<file path="src/rtl/fb_pkg.sv">
`default_nettype none
// ============================================================================
//  Module      : fb_pkg
//  Description : Shared types and constants for the frame-buffer writer.
//                Holds the writer FSM state enum, the Wishbone cycle-type
//                codes used for the burst tag, and the 24-bit RGB pixel
//                type.
//  Revision    : 1.0 - initial release
// ============================================================================
package fb_pkg;

   // Writer FSM: SYNC waits for a start-of-frame pixel, RUN streams a frame.
   typedef enum logic [0:0] {
      SYNC = 1'b0,
      RUN  = 1'b1
   } fb_state_t;

   // Wishbone cycle type identifiers.
   localparam logic [2:0] CTI_INCR = 3'b010;   // incrementing burst
   localparam logic [2:0] CTI_EOB  = 3'b111;   // end of burst

   localparam int PIX_W = 24;
   typedef logic [PIX_W-1:0] pixel_t;           // {R,G,B}

endpackage : fb_pkg
`default_nettype wire

</file>
<file path="src/rtl/fb_hold_reg.sv">
`default_nettype none
// ============================================================================
//  Module      : fb_hold_reg
//  Description : Single-entry valid/ready holding register for one pixel
//                write (pixel, byte address, last-of-frame tag).
//                Ports:
//                  clk, rst            clock, synchronous active-high reset
//                  load                capture load_* this cycle
//                  load_pix/adr/last   entry to capture
//                  ack                 downstream retires the held entry
//                  ready               entry free or being retired now
//                  hold_v              entry valid
//                  pix/adr/last        held entry, stable until retired
//  Revision    : 1.0 - initial release
// ============================================================================
module fb_hold_reg
   import fb_pkg::*;
(
   input  logic        clk,
   input  logic        rst,
   input  logic        load,
   input  logic [23:0] load_pix,
   input  logic [31:0] load_adr,
   input  logic        load_last,
   input  logic        ack,
   output logic        ready,
   output logic        hold_v,
   output logic [23:0] pix,
   output logic [31:0] adr,
   output logic        last
);

   logic        r_hold_v;
   pixel_t      r_pix;
   logic [31:0] r_adr;
   logic        r_last;

   // Load has priority over retire so that a new entry can replace the one
   // being acked in the same cycle. An ack while empty leaves hold_v at 0.
   always_ff @(posedge clk) begin
      if (rst) begin
         r_hold_v <= 1'b0;
      end else if (load) begin
         r_hold_v <= 1'b1;
      end else if (ack) begin
         r_hold_v <= 1'b0;
      end
   end

   // Payload needs no reset: it is only observed while hold_v is set.
   always_ff @(posedge clk) begin
      if (load) begin
         r_pix  <= load_pix;
         r_adr  <= load_adr;
         r_last <= load_last;
      end
   end

   assign ready  = !r_hold_v || ack;
   assign hold_v = r_hold_v;
   assign pix    = r_pix;
   assign adr    = r_adr;
   assign last   = r_last;

endmodule : fb_hold_reg
`default_nettype wire

</file>
<file path="src/rtl/fb_writer.sv">
`default_nettype none
// ============================================================================
//  Module      : fb_writer
//  Description : Streams RGB pixels into an SDRAM frame buffer over a
//                Wishbone master, one 32-bit word per pixel at
//                BASE_ADDR + 4*index. Locks onto pix_sof, resynchronises on
//                an early pix_sof and flags it.
//                Ports:
//                  wshb_ifm_clk/rst    clock, synchronous active-high reset
//                  pix_valid/ready     upstream pixel handshake
//                  pix_data, pix_sof   {R,G,B} pixel, frame-start marker
//                  wshb_ifm_*          Wishbone master (cyc..bte out, ack in)
//                  frame_done          pulse on ack of the last frame pixel
//                  resync_err          pulse on pix_sof at nonzero index
//  Revision    : 1.0 - initial release
// ============================================================================
module fb_writer
   import fb_pkg::*;
#(
   parameter int          HDISP     = 800,
   parameter int          VDISP     = 480,
   parameter logic [31:0] BASE_ADDR = 32'h0000_0000
) (
   input  logic        wshb_ifm_clk,
   input  logic        wshb_ifm_rst,
   input  logic        pix_valid,
   output logic        pix_ready,
   input  logic [23:0] pix_data,
   input  logic        pix_sof,
   output logic        wshb_ifm_cyc,
   output logic        wshb_ifm_stb,
   output logic        wshb_ifm_we,
   output logic [31:0] wshb_ifm_adr,
   output logic [31:0] wshb_ifm_dat_ms,
   output logic [3:0]  wshb_ifm_sel,
   output logic [2:0]  wshb_ifm_cti,
   output logic [1:0]  wshb_ifm_bte,
   input  logic        wshb_ifm_ack,
   output logic        frame_done,
   output logic        resync_err
);

   localparam int NPIX  = HDISP * VDISP;
   localparam int IDX_W = (NPIX > 1) ? $clog2(NPIX) : 1;
   localparam logic [IDX_W-1:0] LAST_IDX = IDX_W'(NPIX - 1);

   fb_state_t        r_state;
   fb_state_t        w_state_nxt;
   logic [IDX_W-1:0] r_idx;
   logic [IDX_W-1:0] w_idx_nxt;
   logic [IDX_W-1:0] w_load_idx;
   logic             w_load;
   logic             w_load_last;
   logic             w_resync;
   logic             w_xfer;
   logic [31:0]      w_load_adr;

   logic             w_ready;
   logic             w_hold_v;
   logic [23:0]      w_hold_pix;
   logic [31:0]      w_hold_adr;
   logic             w_hold_last;

   assign w_xfer = pix_valid && w_ready;

   always_ff @(posedge wshb_ifm_clk) begin
      if (wshb_ifm_rst) begin
         r_state <= SYNC;
         r_idx   <= '0;
      end else begin
         r_state <= w_state_nxt;
         r_idx   <= w_idx_nxt;
      end
   end

   // Every accepted pixel is written at load_idx: 0 on pix_sof, the running
   // pointer otherwise. The pointer then advances from load_idx, so a resync
   // leaves it at 1 and the last pixel of a frame wraps it to 0 and re-arms
   // SYNC. Non-sof pixels seen in SYNC are accepted and discarded.
   always_comb begin
      w_state_nxt = r_state;
      w_idx_nxt   = r_idx;
      w_load      = 1'b0;
      w_load_idx  = '0;
      w_resync    = 1'b0;
      w_load_last = 1'b0;

      case (r_state)
         SYNC: begin
            if (w_xfer && pix_sof) begin
               w_load = 1'b1;
            end
         end
         RUN: begin
            if (w_xfer) begin
               w_load = 1'b1;
               if (pix_sof) begin
                  w_resync = (r_idx != '0);
               end else begin
                  w_load_idx = r_idx;
               end
            end
         end
         default: begin
            w_state_nxt = SYNC;
         end
      endcase

      w_load_last = (w_load_idx == LAST_IDX);
      if (w_load) begin
         if (w_load_last) begin
            w_idx_nxt   = '0;
            w_state_nxt = SYNC;
         end else begin
            w_idx_nxt   = w_load_idx + IDX_W'(1);
            w_state_nxt = RUN;
         end
      end
   end

   assign w_load_adr = BASE_ADDR + (32'(w_load_idx) << 2);

   fb_hold_reg u_hold (
      .clk       (wshb_ifm_clk),
      .rst       (wshb_ifm_rst),
      .load      (w_load),
      .load_pix  (pix_data),
      .load_adr  (w_load_adr),
      .load_last (w_load_last),
      .ack       (wshb_ifm_ack),
      .ready     (w_ready),
      .hold_v    (w_hold_v),
      .pix       (w_hold_pix),
      .adr       (w_hold_adr),
      .last      (w_hold_last)
   );

   assign pix_ready       = w_ready;
   assign wshb_ifm_cyc    = w_hold_v;
   assign wshb_ifm_stb    = w_hold_v;
   assign wshb_ifm_we     = 1'b1;
   assign wshb_ifm_adr    = w_hold_adr;
   assign wshb_ifm_dat_ms = {8'h00, w_hold_pix};
   assign wshb_ifm_sel    = 4'b1111;
   assign wshb_ifm_cti    = w_hold_last ? CTI_EOB : CTI_INCR;
   assign wshb_ifm_bte    = 2'b00;

   // Pulses are masked during reset, when the held state is being cleared.
   assign frame_done = !wshb_ifm_rst && w_hold_v && wshb_ifm_ack && w_hold_last;
   assign resync_err = !wshb_ifm_rst && w_resync;

endmodule : fb_writer
`default_nettype wire

</file>
<file path="config.mk">
export PLATFORM = sky130hd
export DESIGN_NAME = fb_writer
export DESIGN_NICKNAME = d
export VERILOG_FILES = /design/src/rtl/fb_pkg.sv /design/src/rtl/fb_hold_reg.sv /design/src/rtl/fb_writer.sv
export SDC_FILE = /design/constraint.sdc
export NUM_CORES = 1
export LEC_CHECK = 0
export CAP_MARGIN = 10
export CORE_MARGIN = 1
export CORE_UTILIZATION = 41
export DETAILED_ROUTE_END_ITERATION = 10
export PLACE_DENSITY_LB_ADDON = 0.3
export SETUP_SLACK_MARGIN = 0.1
export SYNTH_ARGS = -nofsm -noshare
export SYNTH_HDL_FRONTEND = slang
export SYNTH_SLANG_ARGS = --single-unit
</file>
<file path="constraint.sdc">
create_clock -name wshb_ifm_clk -period 2.75 [get_ports wshb_ifm_clk]
set_input_delay 0.55 -clock wshb_ifm_clk [delete_from_list [all_inputs] [get_ports wshb_ifm_clk]]
set_output_delay 0.55 -clock wshb_ifm_clk [all_outputs]
set_load 0.01 [all_outputs]
</file>
Yosys cells after proc, flatten, opt, wreduce, memory -nomap -nowiden. Index checks and enable logic that the tools add are counted.

Output and inout port bits: 79. Word-level logic and storage cells: 34. Bits in registers: 65.

Reductions and logical operators: 11. Eq/ne operators: 1. $add $sub $neg: 1. Bitwise gates (word level): 1. Multiplexer cells: 14.

Operators with widths (number): 19-bit 2-to-1 mux (4); 19-bit by 1-bit adder with 19-bit output, second input constant (1); 19-bit equality test, second input constant (1); 19-bit nonzero test (1); 1-bit 2-to-1 mux (8); 1-bit logical AND (6); 3-bit 2-to-1 mux (1); 1-bit zero test (2); 1-bit case mux with 2 select lines (1); 2-bit nonzero test (1); 1-bit logical OR (1); 1-bit NOT (1).

Depth between registers and ports, before layout.
Depth after elaboration: 7. Gate-level depth with buffers: 13.

Cells and area by module. A second synthesis with hierarchy kept.

Cell total of the unflattened synthesis: 282. Area total of the unflattened synthesis: 3473.3 sq um.

By module, submodules not included: fb_hold_reg (area an instance 1757.9 sq um, cells each 61, times used 1, seq. area each 1731.7 sq um); fb_writer (area an instance 1715.4 sq um, cells each 221, times used 1, seq. area each 400.4 sq um).

Least setup slack after synthesis. No wires, ideal clock.

Kind: input port to flip-flop. Start point: input wshb_ifm_ack. End point: register r_idx[9]. Setup slack: -179 ps. Buffers on the path: 1. Arrival: 2807 ps. Stages on the path: 7. Library setup time: 122 ps. Cell sequence: nand2b_2 > buf_4 > nand2_1 > or2_2 > inv_1 > nor2_1 > a221o_1.

RTL lines: start: declaration (RTL line fb_writer.sv:38) `input logic wshb_ifm_ack,`; 1-bit logical OR (*) (RTL line fb_hold_reg.sv:59) `assign ready = !r_hold_v || ack;`; via pix_ready (RTL line fb_writer.sv:27) `output logic pix_ready,`; 1-bit logical AND (*) (RTL line fb_writer.sv:64) `assign w_xfer = pix_valid && w_ready;`; 1-bit logical AND (RTL line fb_writer.sv:90) `if (w_xfer && pix_sof) begin`; 1-bit 2-to-1 mux (RTL line fb_writer.sv:90); 1-bit case mux with 2 select lines (*) (RTL line fb_writer.sv:88) `case (r_state)`; via u_hold.load (RTL line fb_hold_reg.sv:21) `input logic load,`; end signal: assignment (RTL line fb_writer.sv:72) `r_idx <= w_idx_nxt;`; end: declaration (RTL line fb_writer.sv:49) `logic [IDX_W-1:0] r_idx;`.

Mark *: on every way through the listed nets, which the timed path passes. The rest lies on a longest branch. A chain may end at the register's enable or synchronous reset.

Worst setup path after layout.
Start point: input wshb_ifm_ack. End point: register r_idx[12].

Cells in the longest elaborated chain, start to end: 6.

RTL lines: 1-bit logical OR (*) (RTL line fb_hold_reg.sv:59); 1-bit logical AND (*) (RTL line fb_writer.sv:64); 19-bit 2-to-1 mux (*) (RTL line fb_writer.sv:95) `if (w_xfer) begin`; 19-bit 2-to-1 mux (*) (RTL line fb_writer.sv:88); via u_hold.load_adr[2] (RTL line fb_hold_reg.sv:23) `input logic [31:0] load_adr,`; 19-bit by 1-bit adder with 19-bit output / 19-bit equality test (equally long branches) (RTL line fb_writer.sv:115, fb_writer.sv:109); 19-bit 2-to-1 mux (*) (RTL line fb_writer.sv:111) `if (w_load_last) begin`.

Marked as above.

==> metrics.txt <==
status=finished, final reports clean; initial antenna violation count=0; 1st-pass router iterations=4; commonest non-fill, non-tap cell in the layout=clkdlybuf4s50_1; area of the multi-input gates=1105 um^2; max cap viols=0; largest cells by area after synthesis=edfxtp_1 (44%), dfxtp_1 (14%), buf_4 (8.9%); Post-Syn Area=3034 um^2; H-tree depth=3; Post-synth ARST share=0%; IO Port Bufs=78; GR peak layer=met2; area leader, netlist=edfxtp_1; pwr dens=502.4 nW/um^2; Leakage Power=0.001573 uW; met3 Use GR=4.618%; fin cells=469; vias in the first global route=2032; die height=88.03 um; post-route clock period utilization=90.60%; commonest cells after routing, fill and taps aside=clkdlybuf4s50_1 (77), edfxtp_1 (44), conb_1 (29); WL/cell=14.56 um; routability cong.=0.9510; GR Util met2=28.68%; Seq cells post-synth=65; ys flop type=edfxtp_1; core footprint=6982 um^2; Layout Nets=398; Setup Buffers After CTS=0; Clk Latency, worst-skew pair=340 ps; FMAX=401.4 MHz; post-synth top area share=43.55%; die footprint=7748 um^2; Clock Skew=8.626 ps; Slew Limit Fails=0; Remaining DRCs=0; register area=1742 um^2; final hold viol count=0; Iter 0 DRT Violations=127; largest net degree at the start of global routing=24; WS Path Type=in2reg; hpwl dp=5003 um; root buf cell=clkbuf_8; Setup violations, final=0; Syn. warnings=0; Max Buffers Root-to-Sink=2; Min Clock Period, post-route=2491 ps; fillcell total=603; initial core utilization=43.46%; HP Class=reg2reg; Max Fanout on Critical Path=4; Synth-to-Final Area Change=38.97%; Startpoint Class=input pin; Via density=4.887; hold_buf cts=0; setup TNS=0 ps; Distinct cells, synth=55; worst path required time=2980 ps; Seq/Total Area, Yosys=57.40%; grt total ovfl=0; share of cells above drive strength 1=18.23%; Sink Count=65; met1 global-route usage=25.27%; global-route wire length before repair=10780 um; Post-synth EDFFs=44; final design utilization=60.39%; Routed WL=6829 um; CTS buffer count=9; # IOs=108; total track usage=18.49%; dpl cells=453; cell count after synthesis=265; RSZ-0062 raised after global routing=no; antenna diode count=0; Worst-path clk slew=70 ps; row count=30; CP Capture Type=register; CTS tree=done; die width=88.03 um; Final ANT Viol Nets=0; VDD IR max=0.2136 mV; via count=2292; Mapped Avg Cell Area=11.45 um^2; Worst EP arrival=2720 ps
==> registers in the layout, summed over array words and instances (netlist names) <==
name           cells
r_state            1
u_hold.hold_v      1
u_hold.adr        19
u_hold.pix        24
r_idx             19
u_hold.last        1
==> area by class of cell <==
type,count,share of cell area (%)
well taps,96,2.849
clock buffers,10,3.027
multi-input cells,177,26.20
inverters,7,0.7122
repair buffers,108,24.51
clock inverters,6,1.395
flip-flops and latches,65,41.31
==> metrics by stage <==
stage,worst slack [ps],cell area [um^2],total power [uW],hold WS [ps]
final,258.6,4217,2119,508.4
after global routing,96.23,4217,2204,542.7
after detailed placement,-92.55,4014,1363,498.9
after global placement,-54.98,4014,1359,500.2
after floorplan,78.52,3206,1250,465.2
after CTS,263.7,4199,2138,508.4
==> final timing paths <==
check / slack [ps] / start / cells after the start / endpoint
worst max register to register: 590 / r_state / 11 / r_idx[12]
worst min-delay path: 510 / r_idx[13] / 2 / r_idx[13]
worst max-delay path: 260 / wshb_ifm_ack / 12 / r_idx[12]
worst min register to register: 510 / r_idx[13] / 2 / r_idx[13]
==> report_power, final <==
group | internal (uW) | switching, uW | leakage, uW
sequential | 1080 | 12.6 | 0.000585
combinational | 130 | 115 | 0.000898
clock | 412 | 364 | 0.0000897
==> worst max-delay path, cell delays in order <==
cell             delay (ps)
clkdlybuf4s50_1         470
nand2b_4                140
and3_4                  200
and2_4                  160
ha_4                    130
and3_4                  200
nand3_4                  90
buf_6                   150
nor4b_4                 330
a311oi_1                 90
o21ai_1                 140
a21oi_1                  70
==> Yosys cell counts, drive strengths merged, types with 2 or more instances <==
| library cell | instances |
|---|---|
| a22o | 2 |
| or4 | 2 |
| mux2 | 2 |
| dfxtp | 21 |
| or2 | 3 |
| inv | 7 |
| and4b | 2 |
| nand3 | 17 |
| and3 | 5 |
| nand2b | 3 |
| o21ai | 6 |
| nand4 | 7 |
| a21oi | 15 |
| and4 | 3 |
| nor2 | 18 |
| conb | 2 |
| buf | 40 |
| nor3 | 5 |
| nand2 | 17 |
| a31oi | 2 |
| nor4 | 7 |
| nor4b | 2 |
| mux2i | 3 |
| and2 | 14 |
| nand3b | 2 |
| clkbuf | 3 |
| edfxtp | 44 |
| or3 | 2 |
==> repair_timing <==
item,4_1_cts,5_1_grt
cloned,0,0
gates resized for setup,1,4
setup endpoints to repair,1,2
pin swaps,0,3
==> metal layers <==
| metal | vias up | share of wire, % |
|---|---|---|
| li1 | 1105 | - |
| met1 | 1079 | 45 |
| met2 | 98 | 45 |
| met3 | 10 | 8.0 |
| met4 | 0 | 1.4 |
| met5 | - | 0 |
==> kinds of logic after synthesis <==
kind of cell | count (synthesis) | share of synthesized area, %
buffers and inverters | 50 | 11.22
muxes | 5 | 1.732
other | 2 | 0.2475
DFF | 65 | 57.40
and+or+nand+nor | 110 | 22.14
adders and majority gates | 1 | 0.4123
xor gates and xnor gates | 1 | 0.2887
AOI/OAI and AO/OA | 31 | 6.557
(Power assumes the default switching activity.)
